[src/rtl/mem_pkg.sv]
// Shared widths, typedefs and FSM state encoding for the memory responder.
package mem_pkg;
  localparam int ADDR_W = 5;
  localparam int DATA_W = 8;

  typedef logic [ADDR_W-1:0] addr_t;
  typedef logic [DATA_W-1:0] data_t;

  typedef enum logic {CLEAR, SERVE} resp_state_e;
endpackage

[src/rtl/mem_array.sv]
// DEPTH x DATA_W storage: one synchronous write port, one registered read port.
module mem_array #(
  parameter int ADDR_W = 5,
  parameter int DATA_W = 8
) (
  input  logic              clk,
  input  logic              rst,
  input  logic              we_i,
  input  logic [ADDR_W-1:0] waddr_i,
  input  logic [DATA_W-1:0] wdata_i,
  input  logic              re_i,
  input  logic [ADDR_W-1:0] raddr_i,
  output logic [DATA_W-1:0] rdata_o
);
  logic [DATA_W-1:0] mem_q [2**ADDR_W];
  logic [DATA_W-1:0] rdata_q;

  // Storage has no reset; the responder's clear sequence defines it.
  always_ff @(posedge clk) begin
    if (we_i) mem_q[waddr_i] <= wdata_i;
  end

  always_ff @(posedge clk or posedge rst) begin
    if (rst)       rdata_q <= '0;
    else if (re_i) rdata_q <= mem_q[raddr_i];
  end

  assign rdata_o = rdata_q;
endmodule

[src/rtl/mem_resp.sv]
// Memory responder: post-reset self-clear, command decode, sticky error flag
// and saturating access counters around a mem_array instance.
//   state | meaning
//   CLEAR | pointer sweeps 0..DEPTH-1 writing zeros; commands rejected
//   SERVE | single read or write per cycle; terminal until rst
module mem_resp #(
  parameter int ADDR_W = mem_pkg::ADDR_W,
  parameter int DATA_W = mem_pkg::DATA_W,
  parameter int CNT_W  = 16
) (
  input  logic              clk,
  input  logic              rst,
  input  logic              read,
  input  logic              write,
  input  logic [ADDR_W-1:0] addr,
  input  logic [DATA_W-1:0] data_in,
  output logic [DATA_W-1:0] data_out,
  output logic              rd_valid,
  output logic              busy,
  output logic              proto_err,
  output logic [CNT_W-1:0]  wr_count,
  output logic [CNT_W-1:0]  rd_count
);
  import mem_pkg::*;

  localparam logic [CNT_W-1:0] CNT_MAX = '1;

  resp_state_e       state_q, state_d;
  logic [ADDR_W-1:0] ptr_q, ptr_d;
  logic              proto_err_q, proto_err_d;
  logic              rd_valid_q, rd_valid_d;
  logic [CNT_W-1:0]  wr_count_q, wr_count_d;
  logic [CNT_W-1:0]  rd_count_q, rd_count_d;

  logic              mem_we, mem_re;
  logic [ADDR_W-1:0] mem_waddr;
  logic [DATA_W-1:0] mem_wdata;

  always_comb begin
    state_d     = state_q;
    ptr_d       = ptr_q;
    proto_err_d = proto_err_q;
    rd_valid_d  = 1'b0;
    wr_count_d  = wr_count_q;
    rd_count_d  = rd_count_q;
    mem_we      = 1'b0;
    mem_re      = 1'b0;
    mem_waddr   = addr;
    mem_wdata   = data_in;
    case (state_q)
      CLEAR: begin
        mem_we    = 1'b1;
        mem_waddr = ptr_q;
        mem_wdata = '0;
        ptr_d     = ptr_q + 1'b1;
        if (&ptr_q) state_d = SERVE;
        if (read || write) proto_err_d = 1'b1;
      end
      SERVE: begin
        if (read && write) begin
          proto_err_d = 1'b1;
        end else if (write) begin
          mem_we = 1'b1;
          if (wr_count_q != CNT_MAX) wr_count_d = wr_count_q + 1'b1;
        end else if (read) begin
          mem_re     = 1'b1;
          rd_valid_d = 1'b1;
          if (rd_count_q != CNT_MAX) rd_count_d = rd_count_q + 1'b1;
        end
      end
      default: state_d = CLEAR;
    endcase
  end

  always_ff @(posedge clk or posedge rst) begin
    if (rst) begin
      state_q     <= CLEAR;
      ptr_q       <= '0;
      proto_err_q <= 1'b0;
      rd_valid_q  <= 1'b0;
      wr_count_q  <= '0;
      rd_count_q  <= '0;
    end else begin
      state_q     <= state_d;
      ptr_q       <= ptr_d;
      proto_err_q <= proto_err_d;
      rd_valid_q  <= rd_valid_d;
      wr_count_q  <= wr_count_d;
      rd_count_q  <= rd_count_d;
    end
  end

  mem_array #(.ADDR_W(ADDR_W), .DATA_W(DATA_W)) u_array (
    .clk     (clk),
    .rst     (rst),
    .we_i    (mem_we),
    .waddr_i (mem_waddr),
    .wdata_i (mem_wdata),
    .re_i    (mem_re),
    .raddr_i (addr),
    .rdata_o (data_out)
  );

  assign busy      = (state_q == CLEAR);
  assign proto_err = proto_err_q;
  assign rd_valid  = rd_valid_q;
  assign wr_count  = wr_count_q;
  assign rd_count  = rd_count_q;
endmodule

[config.mk]
export PLATFORM = sky130hd
export DESIGN_NAME = mem_resp
export DESIGN_NICKNAME = d
export VERILOG_FILES = /design/src/rtl/mem_pkg.sv /design/src/rtl/mem_array.sv /design/src/rtl/mem_resp.sv
export SDC_FILE = /design/constraint.sdc
export NUM_CORES = 1
export LEC_CHECK = 0
export BUFFER_PORTS_ARGS = -buffer_cell sky130_fd_sc_hd__clkbuf_2
export CORE_ASPECT_RATIO = 1.1
export CORE_UTILIZATION = 52
export DETAILED_ROUTE_END_ITERATION = 8
export PLACE_DENSITY = 0.69
export RECOVER_POWER = 25
export SLEW_MARGIN = 20
export SYNTH_ARGS = -nofsm -noshare
export SYNTH_HDL_FRONTEND = slang
export SYNTH_SLANG_ARGS = --single-unit
[constraint.sdc]
create_clock -name clk -period 4.7 [get_ports clk]
set_input_delay 0.705 -clock clk [delete_from_list [all_inputs] [get_ports clk]]
set_output_delay 0.705 -clock clk [all_outputs]
set_load 0.05 [all_outputs]
Word level (Yosys, flattened, before mapping)
Memory sizes are Yosys's and may differ from the RTL's. A register that Yosys moved wholly into a read port is not among the register bits.
Index checks and enable logic that the tools add are counted.
{"block": "totals", "wordCells": 39, "output_inout_bits": 43, "ff_bits": 40, "mem_bits_rw": 256, "input_bits": 17, "memories": 1}
{"name": "u_array.mem_q", "depth": 32, "word_bits": 8, "rd": 1, "rd_ports_with_merged_regs": 1, "wr": 1, "line": "mem_array.sv:15", "source": "logic [DATA_W-1:0] mem_q [2**ADDR_W];"}
{"block": "classes", "bitwise": 3, "n_reduce_logical": 6, "n_mux": 16, "add_sub_neg": 3, "eq_ne": 4}
{"op": "adder 16 x 1 -> 16 bit (second input constant)", "n": 2}
{"op": "!= test 16 bit (second input constant)", "n": 2}
{"op": "2-to-1 mux 1 bit", "n": 12}
{"op": "AND reduction 5 bit", "n": 2}
{"op": "2-to-1 mux 8 bit", "n": 1}
{"op": "adder 5 x 1 -> 5 bit (second input constant)", "n": 1}
{"op": "2-to-1 mux 5 bit", "n": 1}
{"op": "!= test 2 x 1 -> 1 bit (second input constant)", "n": 2}
{"op": "case mux 1 bit (2 select lines)", "n": 2}
{"op": "AND reduction 4 bit", "n": 1}
{"op": "inverter 1 bit", "n": 3}
{"op": "AND reduction 2 bit", "n": 1}
{"op": "logical AND 1 bit", "n": 1}
{"op": "logical OR 1 bit", "n": 1}

Depth between registers and ports, before layout
{"block": "logic_depth", "depth_word": 5, "depth_mapped": 8, "ltp_nobuf": 6}

Hierarchy
From an unflattened synthesis, not the netlist that was laid out.
{"block": "unflattened", "hier_cells": 778, "hier_area_um2": 12463.2}
{"module": "mem_array", "instances": 1, "seq_area_each_um2": 7887.6, "cells_per_inst": 592, "area_each_um2": 10415.0}
{"module": "mem_resp", "instances": 1, "seq_area_each_um2": 1001.0, "cells_per_inst": 186, "area_each_um2": 2048.2}

Least setup slack after synthesis
Ideal clock, no wire load.
{"block": "synth_timing", "path_kind": "input port to flip-flop", "startpoint": "input port addr[0]", "endpoint": "memory u_array.mem_q[0][0], enable pin", "t_required_ps": 4330, "n_path_buf": 4, "stages": 7, "path_slack_ps": 2323, "arrival_ps": 2007, "setup_time_ps": 370, "path_cell_list": "buf_4 buf_12 buf_12 buf_6 o22ai_1 nand2_1 nor2_1"}
{"block": "synth_via", "elab_chain_cells": 1}
{"element": "from (decl)", "line": "mem_resp.sv:15", "source": "input logic [ADDR_W-1:0] addr,"}
{"element": "2-to-1 mux 5 bit", "line": "mem_resp.sv:50", "source": "case (state_q)"}
{"element": "to (decl)", "line": "mem_array.sv:15"}
Every way passes these cells.

Worst setup path in the final report
{"block": "layout_timing", "startpoint": "register state_q", "endpoint": "memory u_array.mem_q[9][7], enable pin"}
{"block": "layout_via", "elab_chain_cells": 4, "elab_cells_between_ends": 5, "cone_classes": "mux (4); bitwise (1)"}
{"element": "from (decl)", "line": "mem_resp.sv:28", "source": "resp_state_e state_q, state_d;"}
{"element": "from (signal assigned)", "line": "mem_resp.sv:84", "source": "state_q <= state_d;"}
{"element": "inverter 1 bit"}
{"element": "case mux 1 bit (2 select lines)", "line": "mem_resp.sv:50"}
{"element": "2-to-1 mux 1 bit", "line": "mem_array.sv:20", "source": "if (we_i) mem_q[waddr_i] <= wdata_i;"}
{"element": "2-to-1 mux 1 bit (implied by the code)", "line": "mem_array.sv:20"}
Several ways; a longest one is shown, not always the timed one.

==> impl_results.rst <==
.. list-table::
   :header-rows: 1

   * - Metric
     - Value
   * - Status
     - finished with violations
   * - Total length of routed met2 wires
     - 12.5 mm
   * - Pwr Density
     - 409 mW/mm^2
   * - Hold path cells
     - 1
   * - Count of placed standard cells in the final layout, fillers left out
     - between 1000 and 1500
   * - Top-Level Pins
     - 60
   * - Core box area
     - 0.0236 sq mm
   * - Slowest Stage Delay on Critical Path
     - 0.79 ns
   * - Failing checks
     - max-capacitance violations, max-slew violations
   * - Max Fanout on Critical Path
     - 23
   * - Flip-flop and latch count after synthesis
     - 304
   * - Sum of met3 wire segment lengths after detailed routing
     - 1.79 mm
   * - Antenna violations before repair
     - 0
   * - Final TNS setup
     - 0 ns
   * - Routed WL per cell
     - 22.8 um
   * - Gp weighted congestion
     - around 0.80
   * - Width of the die
     - 150 um
   * - Leak Pwr
     - 5.09 nW
   * - Total global routing track utilization
     - a little over a fifth
   * - Data required time at the worst endpoint
     - 4.86 ns
   * - Peak supply drop
     - 0.000313 V
   * - Pin count of the biggest net entering global routing
     - 88
   * - Setup repair after global routing missed its margin
     - false
   * - Rows
     - 59
   * - Root Buffer
     - sky130_fd_sc_hd__clkbuf_16
   * - Final Power
     - 5.67 mW
   * - Highest layer used for signal routing
     - met4
   * - Critical path class
     - register to register
   * - Slowest cell on crit path
     - sky130_fd_sc_hd__dfrtp_1
   * - Destination of the worst hold path
     - rd_count[7]
   * - Kind of cell adding the most delay to the critical path
     - simple AND/OR/NAND/NOR gates
   * - Count of routing violations after the opening detailed-route iteration
     - 599
   * - Length of the first detailed-routing pass in iterations
     - 7
   * - Vias in the first global route
     - 6722
   * - DR DRC count
     - 0
   * - Startpoint type of the worst setup path
     - register
   * - Cell total after placement
     - 1096
   * - Area of the die
     - ~0.025 sq mm
   * - Via density per instance
     - 5.94
   * - Worst max-slew margin expressed relative to the limit
     - -48.9%
   * - Synthesized netlist net count
     - 781
   * - Met1 Wirelength
     - 11.0 mm
   * - Max-cap violation count
     - 6
   * - Number of warning messages in the yosys log
     - 0
   * - Total standard cell area after synthesis
     - approximately 0.013 sq mm
   * - Count of antenna diodes in the layout
     - 0
   * - First-pass GRT wire length
     - 39.5 mm
   * - Cells along the critical path
     - inv_1 > nor3b_1 > a22o_1 > nand2_1 > nor2_1
   * - Period utilization
     - 69.3%
   * - Mapped Avg Cell Area
     - 16.5 sq um
   * - Minimum clock period
     - ~3.3 ns
   * - Number of buffers and inverters on the critical path
     - 1
   * - RR Startpoint
     - state_q
   * - Worst-case reg-to-reg path depth
     - 5
   * - Area added between synthesis and finish
     - 10.7%
   * - Post-synth EDFFs
     - 256
   * - Post-cts sizing count
     - 0
   * - Placed instance area
     - 0.0130 sq mm
   * - Kind of end point of the critical path
     - register
   * - Async set-or-reset flop fraction in the synthesized netlist
     - ~16%
   * - Min-Delay Path Class
     - register to register
   * - Final Setup Violations
     - 0
   * - Buffer levels on the longest clock path
     - 3
   * - CTS Hold Buffers Added
     - 0
   * - Vertical extent of the die
     - 165 um
   * - Sinks on the clock net
     - about 300
   * - Clock-pin slew on the worst setup and hold paths
     - 0.06 ns
   * - Final Hold Fails
     - 0
   * - CTS tree
     - yes
   * - Main synth FF type
     - sky130_fd_sc_hd__edfxtp_1
   * - HP Start
     - rd_count[7]
   * - Number of buffers inserted during clock tree synthesis
     - 28
   * - Slew at the pin closest to its max-slew limit
     - 2.22 ns
   * - Critical Path AT
     - 3.41 ns
   * - Number of max-slew violations in the final report
     - between 200 and 250
   * - Sequential cell area fraction in the yosys report
     - 71.1%
   * - Layout cells sized above 1
     - 16.7%
   * - Buffers inserted during post-CTS setup optimization
     - 0
   * - Count of vias placed by the detailed router
     - 6814
   * - Synth unique cells
     - between 40 and 50
   * - Commonest cells after routing, fill and taps aside
     - sky130_fd_sc_hd__edfxtp_1 (256), sky130_fd_sc_hd__mux2i_1 (130), sky130_fd_sc_hd__clkbuf_2 (57), sky130_fd_sc_hd__dfrtp_1 (48), sky130_fd_sc_hd__nor2_1 (36)
   * - Max Clock Freq
     - 0.307 GHz
   * - Finished layout cell area
     - roughly 0.014 sq mm
   * - Aggregate routed wire length
     - 26.1 mm
   * - Worst reg-to-reg setup slack
     - 1.44 ns
   * - Clock latency reported for the late side of the worst-skew pair
     - 0.56 ns
   * - Instance count of the mapped netlist
     - 760
   * - Total of buffers placed on input and output ports
     - 59
   * - # nets final
     - 842
   * - Detail Route Antenna Nets
     - 0
   * - Detailed Place HPWL
     - 16.4 mm
   * - Overflow left after global routing
     - 0
   * - Commonest non-fill, non-tap cell in the layout
     - sky130_fd_sc_hd__edfxtp_1
   * - Initial Utilization
     - 52.9%
   * - Level count of the clock H-tree
     - 1
   * - Worst clock skew on the final layout
     - 0.0352 ns
   * - Endpoint of the most critical register-to-register path
     - u_array.mem_q[9][7]
   * - FILL cells
     - 1777
flip-flops by register name, summed over array words and instances (netlist names):
signal and flops:
rd_count 16, u_array.mem_q 256, proto_err 1, wr_count 16
u_array.rdata_o 8, ptr_q 5, state_q 1, rd_valid 1
where the power goes:
group	internal (mW)	switching (mW)
Combinational	0.145	0.380
Sequential	2.97	0.0574
Clock	1.18	0.927
how the worst max path moves through the flow:
stage                      endpoint    start  slack (ns)  cells after the start
5_1_grt        u_array.mem_q[31][7]  state_q        1.19                      5
6_report        u_array.mem_q[9][7]  state_q        1.44                      5
3_5_place_dp     u_array.rdata_o[1]  addr[0]        1.35                      6
2_1_floorplan   u_array.mem_q[0][0]  addr[0]        2.32                      7
3_3_place_gp     u_array.rdata_o[3]  addr[0]        1.44                      6
4_1_cts         u_array.mem_q[9][5]  state_q        1.57                      5
synthesized netlist by cell type (all sizes together) (9+ instances only):
cell    count  share of area (%)
edfxtp    256                 61
mux2i     130                 10
dfrtp      48                9.6
nor2       37                1.1
a22oi      32                1.9
nand2      32               0.96
xnor2      28                2.0
buf        27                1.8
a21oi      17               0.68
a22o       17                1.2
a221oi     16                1.4
nand3      15               0.84
and2       11               0.55
clkbuf     11               0.33
o22ai      11               0.55
and3       10               0.50
nand4       9               0.55
kinds of logic (layout without fill, tap and decap cells):
family          after synthesis  count (layout)  share of synthesized area, %
mux                         135             135                          10.9
buf+inv                      43             126                          2.29
compound gates              109             109                          7.40
simple gates                132             132                          5.64
xor+xnor                     32              32                          2.24
fa+ha+maj                     5               5                         0.480
flops                       304             304                          71.1
through the flow:
stage / setup slack [ns] / hold slack (ns) / utilization [%]
after floorplan: 2.32 / 0.488 / -
after global placement: 1.44 / 0.473 / 55.0
after detailed placement: 1.35 / 0.479 / 55.1
after CTS: 1.57 / 0.425 / 58.7
after global routing: 1.19 / 0.512 / 58.6
final: 1.44 / 0.494 / 58.6
cell type report:
class | instances | area (sq um) | share of cell area [%]
tap | 305 | 382 | 2.76
clock buffer | 37 | 754 | 5.45
inverter | 5 | 20.0 | 0.145
timing repair buffer | 69 | 357 | 2.58
sequential | 304 | 8890 | 64.2
multi-input combinational | 413 | 3340 | 24.1
clock inverter | 15 | 104 | 0.750
routing by layer:
layer / vias up / GRT usage [%]
met5: - / 0
li1: 3091 / -
met1: 3394 / 29.4
met3: 48 / 3.40
met4: 0 / 7.81
met2: 281 / 35.1
Note: power is estimated with default switching activity, not from simulation.
